**config.mk**
```make
export PLATFORM = sky130hd
export DESIGN_NAME = kronos_bus_arbiter
export DESIGN_NICKNAME = d
export VERILOG_FILES = /design/src/rtl/kronos_bus_arbiter_pkg.sv /design/src/rtl/kronos_arb_timer.sv /design/src/rtl/kronos_bus_arbiter.sv
export SDC_FILE = /design/constraint.sdc
export NUM_CORES = 1
export LEC_CHECK = 0
export CAP_MARGIN = 10
export CORE_AREA = 2 2 106 108
export CTS_BUF_LIST = sky130_fd_sc_hd__clkbuf_2
export DETAILED_ROUTE_END_ITERATION = 10
export DIE_AREA = 0 0 108 110
export DONT_BUFFER_PORTS = 1
export PLACE_DENSITY = 0.52
export SLEW_MARGIN = 10
export SYNTH_ARGS = -nofsm -noshare
export SYNTH_HDL_FRONTEND = slang
export SYNTH_HIERARCHICAL = 1
export SYNTH_SLANG_ARGS = --single-unit
```
**constraint.sdc**
```tcl
create_clock -name clk -period 4.15 [get_ports clk]
set_clock_uncertainty 0.2 [all_clocks]
set_input_delay 0.415 -clock clk [delete_from_list [all_inputs] [get_ports clk]]
set_output_delay 0.415 -clock clk [all_outputs]
set_load 0.005 [all_outputs]
```
**src/rtl/kronos_bus_arbiter_pkg.sv**
```systemverilog
// ---------------------------------------------------------------------------
// kronos_types
//
// Shared types for the Kronos memory bus arbiter.
//   arb_state_t : grant state of the arbiter (idle / fetch owns bus / data owns bus)
//   busreq_t    : one latched memory transaction as presented on the mem_* port
//   fetch_req() : builds the transaction for an instruction fetch (full-word read)
// ---------------------------------------------------------------------------
package kronos_types;

    typedef enum logic [1:0] {
        ARB_IDLE,
        ARB_FETCH,
        ARB_DATA
    } arb_state_t;

    typedef struct packed {
        logic [31:0] addr;
        logic [31:0] wr_data;
        logic [3:0]  mask;
        logic        wr_en;
    } busreq_t;

    localparam logic [3:0] FETCH_MASK = 4'hF;

    // Fetches are always full-word reads.
    function automatic busreq_t fetch_req(input logic [31:0] addr);
        busreq_t r;
        r.addr    = addr;
        r.wr_data = 32'h0;
        r.mask    = FETCH_MASK;
        r.wr_en   = 1'b0;
        return r;
    endfunction

endpackage

```
**src/rtl/kronos_arb_timer.sv**
```systemverilog
// ---------------------------------------------------------------------------
// kronos_arb_timer
//
// Counts how long the current grant has waited for mem_ack. Built only when
// KRONOS_ARB_TIMEOUT_EN is defined.
//
// Ports:
//   clk, rst  : clock, synchronous active-high reset
//   clear     : a new grant is being made this cycle; restart the count
//   active    : arbiter is in a grant state
//   mem_ack   : memory completed this cycle
//   expired   : wait limit reached this cycle and mem_ack still absent
// ---------------------------------------------------------------------------
module kronos_arb_timer #(
    parameter int unsigned TIMEOUT = 255
) (
    input  logic clk,
    input  logic rst,
    input  logic clear,
    input  logic active,
    input  logic mem_ack,
    output logic expired
);

    localparam int unsigned CW = $clog2(TIMEOUT + 1);

    logic [CW-1:0] count;
    logic          at_limit;

    assign at_limit = (count == CW'(TIMEOUT));

    // The count saturates at the limit so it can never wrap back under it
    // while the arbiter is leaving the grant state.
    always_ff @(posedge clk) begin
        if (rst || clear) begin
            count <= '0;
        end else if (active && !mem_ack && !at_limit) begin
            count <= count + CW'(1);
        end
    end

    // A real mem_ack on the limit cycle takes precedence over the abort.
    assign expired = active && at_limit && !mem_ack;

endmodule

```
**src/rtl/kronos_bus_arbiter.sv**
```systemverilog
// ---------------------------------------------------------------------------
// kronos_bus_arbiter
//
// Shares one Wishbone-style memory port between instruction fetch (IF) and
// load/store (WB). Data wins ties; on completion the other side is granted
// directly if it is waiting, giving strict alternation under contention.
// The winning request is latched at grant time and driven from registers.
//
// Optional feature: define KRONOS_ARB_TIMEOUT_EN to abort a grant after
// TIMEOUT cycles without mem_ack (owner gets ack + err, rd_data = 0).
//
// Ports:
//   clk, rst                  : clock, synchronous active-high reset
//   instr_addr/req            : fetch request (held until instr_ack)
//   instr_data/ack/err        : fetch response
//   data_addr/wr_data/mask/
//   data_wr_en/req            : load/store request (held until data_ack)
//   data_rd_data/ack/err      : load/store response
//   mem_addr/wr_data/mask/
//   mem_wr_en/req             : latched transaction to memory
//   mem_rd_data/ack           : memory response (ack is a one-cycle pulse)
// ---------------------------------------------------------------------------
module kronos_bus_arbiter
    import kronos_types::*;
#(
    parameter int unsigned TIMEOUT = 255
) (
    input  logic        clk,
    input  logic        rst,

    input  logic [31:0] instr_addr,
    input  logic        instr_req,
    output logic [31:0] instr_data,
    output logic        instr_ack,
    output logic        instr_err,

    input  logic [31:0] data_addr,
    input  logic [31:0] data_wr_data,
    input  logic [3:0]  data_mask,
    input  logic        data_wr_en,
    input  logic        data_req,
    output logic [31:0] data_rd_data,
    output logic        data_ack,
    output logic        data_err,

    output logic [31:0] mem_addr,
    output logic [31:0] mem_wr_data,
    output logic [3:0]  mem_mask,
    output logic        mem_wr_en,
    output logic        mem_req,
    input  logic [31:0] mem_rd_data,
    input  logic        mem_ack
);

    arb_state_t state, state_nxt;
    busreq_t    bus_q, bus_nxt;
    busreq_t    data_bus;
    logic       load;
    logic       granted;
    logic       timeout_hit;
    logic       done;
    logic       fetch_owner;
    logic       data_owner;

    assign data_bus = '{addr:    data_addr,
                        wr_data: data_wr_data,
                        mask:    data_mask,
                        wr_en:   data_wr_en};

    assign granted = (state != ARB_IDLE);
    assign done    = mem_ack || timeout_hit;

`ifdef KRONOS_ARB_TIMEOUT_EN
    kronos_arb_timer #(
        .TIMEOUT (TIMEOUT)
    ) u_timer (
        .clk     (clk),
        .rst     (rst),
        .clear   (load),
        .active  (granted),
        .mem_ack (mem_ack),
        .expired (timeout_hit)
    );
`else
    assign timeout_hit = 1'b0;
`endif

    // Next-state and grant selection. The side that just completed is not
    // looked at on its completion cycle, because its req is still high.
    always_comb begin
        state_nxt = state;
        bus_nxt   = bus_q;
        load      = 1'b0;
        case (state)
            ARB_IDLE: begin
                if (data_req) begin
                    state_nxt = ARB_DATA;
                    bus_nxt   = data_bus;
                    load      = 1'b1;
                end else if (instr_req) begin
                    state_nxt = ARB_FETCH;
                    bus_nxt   = fetch_req(instr_addr);
                    load      = 1'b1;
                end
            end
            ARB_FETCH: begin
                if (done) begin
                    if (data_req) begin
                        state_nxt = ARB_DATA;
                        bus_nxt   = data_bus;
                        load      = 1'b1;
                    end else begin
                        state_nxt = ARB_IDLE;
                    end
                end
            end
            ARB_DATA: begin
                if (done) begin
                    if (instr_req) begin
                        state_nxt = ARB_FETCH;
                        bus_nxt   = fetch_req(instr_addr);
                        load      = 1'b1;
                    end else begin
                        state_nxt = ARB_IDLE;
                    end
                end
            end
            default: begin
                state_nxt = ARB_IDLE;
            end
        endcase
    end

    // State and latched transaction register.
    always_ff @(posedge clk) begin
        if (rst) begin
            state <= ARB_IDLE;
            bus_q <= '0;
        end else begin
            state <= state_nxt;
            bus_q <= bus_nxt;
        end
    end

    assign mem_req     = granted;
    assign mem_addr    = bus_q.addr;
    assign mem_wr_data = bus_q.wr_data;
    assign mem_mask    = bus_q.mask;
    assign mem_wr_en   = bus_q.wr_en;

    // Acks are gated with rst so a mem_ack arriving during reset never
    // reaches a requester.
    assign fetch_owner = (state == ARB_FETCH) && !rst;
    assign data_owner  = (state == ARB_DATA)  && !rst;

    assign instr_ack = fetch_owner && done;
    assign data_ack  = data_owner  && done;
    assign instr_err = fetch_owner && timeout_hit;
    assign data_err  = data_owner  && timeout_hit;

    assign instr_data   = (fetch_owner && timeout_hit) ? 32'h0 : mem_rd_data;
    assign data_rd_data = (data_owner  && timeout_hit) ? 32'h0 : mem_rd_data;

endmodule

```
==> results of run 1 <==
[synth_stat cells, drive strengths merged]
master and count:
nor2 2, a21o 1, a31oi 36, mux2i 1, o21bai 1, o21a 1, a21oi 37, o2111ai 1
nand2b 3, clkbuf 19, inv 5, ha 4, or2 1, buf 87, o21ai 69, conb 1
and3b 3, dfxtp 71, nand4 32, nand3 1, nand2 72, o2111a 1
[logic make-up after synthesis]
kind of cell / Yosys count
simple gates: 114
mux: 1
flops: 71
buf+inv: 111
other cells: 1
fa+ha+maj: 4
compound gates: 147
[through the flow]
step	hold WS, ps	instances
after floorplan	270	450
after global placement	276	488
after detailed placement	284	488
==> summary.txt, run 1 <==
Run status
  – Status: stopped before the end
  – Failed at: clock tree synthesis (4_1_cts)
  – First Error: [ERROR RSZ-0060] Max buffer count reached.

Floorplan
  – Io pins: 276
  – Rows: 38
  – Chip height: 110 um
  – Initial Util: 33.7%
  – Die Wd: 108 um

Yosys
  – Register area share after synthesis: 39.4%
  – Synth Warn #: 6
  – Synth Area in XOR/XNOR: 0%
  – Mapped Area: 0.00361 sq mm
  – Synth Area in Adders: 1.39%
  – Synth area leader: dfxtp_1
  – Area contributors post-synth: dfxtp_1 39%, buf_4 15%, o21ai_0 8.5%, nand2_1 7.4%, a31oi_1 6.2%
  – Syn Inst Count: 449
  – Yosys reg bits: 71
  – Mux share of post-synthesis cell area: 0.277%
  – Synth cell types: 30
  – Simple-gate area share of the yosys netlist: 14.9%
  – Main combinational cell family by area after synthesis: compound AO/OA/AOI/OAI gates
  – Synth top area share: 39.4%
  – Compound-cell area share of the yosys netlist: 22.9%
  – Mean area per synthesized cell: 8.04 sq um

Clock tree
  – H-tree depth: 3
  – CTS sink cnt: 71
  – Max Root-Sink Buffers: 2
  – Hold-fix buffer count after cts: 102
  – PostCTS Resize Cnt: 0
  – Root Driver: clkbuf_2
  – Setup repair bufs after CTS: 0
  – TritonCTS buffer count: 9

Place
  – Placed Area: 0.00308 sq mm
  – Routability cong.: 0.714
  – PortBufs: 0
  – Post-DP HPWL: 6400 um
  – Dpl ws: 1450 ps
==> run 2, diff against run 1 <==
Settings changed: CORE_AREA 2 2 106 108 to 2 2 107 109, CTS_BUF_LIST sky130_fd_sc_hd__clkbuf_2 to default, DIE_AREA 0 0 108 110 to 0 0 109 111, PLACE_DENSITY 0.52 to default, PLACE_DENSITY_LB_ADDON from default to 0.15.
==> run 2 against run 1 <==
The run now ends clean. Synthesized cell count did not move. Area after synthesis did not move.
==> summary.txt, run 2 <==
Yosys
  – Synth Warn #: 6 (unchanged)
  – Mean area per synthesized cell: 8.04 sq um (unchanged)
  – Synth top area share: 39.4% (unchanged)
  – Yosys reg bits: 71 (unchanged)
  – Synth cell types: 30 (unchanged)
  – Register area share after synthesis: 39.4% (unchanged)
  – Syn Inst Count: 449 (unchanged)
  – Synth area leader: dfxtp_1 (unchanged)
  – Area contributors post-synth: dfxtp_1 39%, buf_4 15%, o21ai_0 8.5%, nand2_1 7.4%, a31oi_1 6.2% (unchanged)
  – Main synth FF type: dfxtp_1 (unchanged)
  – Most frequent cells after synthesis: 74 x buf_4, 71 x dfxtp_1, 71 x nand2_1 (unchanged)
  – Fraction of registers with async set/reset: 0% (unchanged)
  – Mapped Area: 0.00361 sq mm (unchanged)
  – Count leader, synth: buf_4 (unchanged)
  – EDFF count, synth: 0 (unchanged)

Clock tree
  – TritonCTS buffer count: 9 (unchanged)
  – CTS sink cnt: 71 (unchanged)
  – H-tree depth: 3 (unchanged)
  – PostCTS Resize Cnt: 0 (unchanged)
  – Root Driver: clkbuf_16 (was clkbuf_2)
  – TritonCTS clock tree: yes
  – Max Root-Sink Buffers: 2 (unchanged)
  – Clk pin slew, worst setup/hold paths: 60 ps
  – Clock latency on the worst-skew pair: 330 ps

Timing
  – Fin Setup TNS: 0 ps
  – Slew Viols, Final: 0
  – Fmax: 369 MHz
  – Final worst-path cycle share: 65.2%
  – Endpoints failing setup: 0
  – Hold slack: 10.4 ps
  – Fin. Hold Viols: 0
  – PnR worst setup slack: 1440 ps
  – Final min period: 2710 ps
  – Slew margin rel.: 32.4%
  – Tightest Pin Transition: 1010 ps
  – RSZ-0062 raised after global routing: no

Setup path
  – Critical Path RT: 4200 ps
  – Critical path buffer and inverter count: 2
  – Slowest stage delay, CP: 910 ps
  – Crit path capture type: register
  – Slowest library cell on the worst path: o2111a_2
  – Worst-path cell chain: inv_1 > ha_1 > o21bai_2 > o2111a_2 > buf_4 > nand2_1 > a31oi_1
  – Delay-heaviest family, CP: compound AO/OA/AOI/OAI gates
  – Data arrival time of the worst path: 2760 ps
  – Startpoint Class: register
  – CP Class: reg -> reg
  – Crit path max fanout: 53

GRT
  – Initial antenna violation count: 0
  – Total track usage: 15.8%
  – GR Overflow Total: 0
  – Vias in the first global route: 2922
  – Largest net degree at the start of global routing: 72
  – Global-route wire length before repair: 15000 um

Drt
  – DRC errors left: 0
  – Vias/cell: 5.58
  – Routed vias: 2884
  – Avg WL per Cell: 18.9 um
  – Final wirelength: 9750 um
  – First-pass DRT Iterations: 5
  – First DRT Iteration DRCs: 205
  – Antenna-violating nets left: 0

Run status
  – Status: finished, final reports clean (was stopped before the end)

Floorplan
  – Io pins: 276 (unchanged)
  – Initial Util: 32.6% (was 33.7%)
  – Die area: 0.0121 sq mm
  – Core Box Area: 0.0111 sq mm
  – Chip height: 111 um (was 110 um)
  – Die Wd: 109 um (was 108 um)
  – Rows: 39 (was 38)

Pwr
  – Sw Share: 30.8%
  – Comb power frac: 18.7%
  – P_int: 1.39 mW
  – NetSw: 0.618 mW
  – Sequential share of power: 41.5%
  – Clock share of power: 39.8%
  – Power density cells: 570 mW/mm^2
  – Pleak: 1.18 nW
  – Pwr Total: 2.01 mW
  – Maximum VDD drop: 0.000228 V

Cells and area
  – Filler cell count: 1198
  – Commonest cells after routing, fill and taps aside: 71 x nand2_1, 71 x dfxtp_1, 61 x o21ai_0
  – Layout Nets: 511
  – Synthesis-to-layout area growth: -2.43%
  – Multi-input gate area: 0.00143 sq mm
  – Reg area: 0.00142 sq mm
  – N_diodes: 0
  – Share of cells above drive strength 1: 7.22%
  – Final instance area: 0.00352 sq mm

Place
  – Dpl ws: 1430 ps (was 1450 ps)
  – Placed Area: 0.00310 sq mm (was 0.00308 sq mm)
  – Routability cong.: 0.755 (was 0.714)
  – Post-DP HPWL: 6240 um (was 6400 um)
  – PortBufs: 0 (unchanged)

Flow run
  – MaxCap Viol Count: 0

Hold path
  – Hold Crit Class: in -> reg
run 2: cell counts after synthesis:
Identical to the previous run, type by type.
run 2: metrics by stage:
stage | utilization [%] | instances
global placement | 27.9 | 491
finish | 31.8 | 517
global route | 31.8 | 517
CTS | 31.8 | 517
detailed placement | 27.9 | 491
floorplan | - | 450
run 2: path summary, 6_finish.rpt:
path | slack, ps | from | cells past startpoint | endpoint
worst max-delay path | 1440 | state[1] | 7 | mem_addr[13]
worst min-delay path | 10 | data_wr_data[19] | 2 | mem_wr_data[19]
worst max register to register | 1440 | state[1] | 7 | mem_addr[13]
worst min register to register | 290 | mem_wr_data[18] | 2 | mem_wr_data[18]
run 2: power groups by stage:
| stage | combinational, mW | sequential, mW | clock, mW |
|---|---|---|---|
| after floorplan | 0.386 | 0.828 | 0 |
| after global placement | 0.356 | 0.849 | 0 |
| after detailed placement | 0.359 | 0.849 | 0 |
| after CTS | 0.382 | 0.835 | 0.829 |
| after global routing | 0.425 | 0.844 | 0.853 |
| final | 0.375 | 0.834 | 0.800 |
run 2: area by class of cell:
type | count | area share, %
inverter | 5 | 0.533
clock inverter | 4 | 1.49
multi-input combinational | 268 | 40.7
tap | 143 | 5.08
sequential | 71 | 40.4
timing repair buffer | 14 | 4.55
clock buffer | 12 | 7.28
run 2: timing repair:
action	in CTS	in global routing
buffers inserted	0	0
endpoints found under the hold margin	71	0
hold buffers	10	0
run 2: cell families after synthesis:
| group | count (synthesis) | synth area share [%] |
|---|---|---|
| other cells | 1 | 0.104 |
| mux | 1 | 0.277 |
| flops | 71 | 39.4 |
| buf+inv | 111 | 21.0 |
| simple gates | 114 | 14.9 |
| compound gates | 147 | 22.9 |
| fa+ha+maj | 4 | 1.39 |
run 2: routing by layer:
metal  vias to the layer above  track usage [%]  wire length, um
met5                         -                0                0
met4                         0             10.8              348
met3                        36             4.88             1080
met2                       170             24.8             4540
met1                      1336             18.1             3780
li1                       1342                -                -
(Power assumes the default switching activity.)
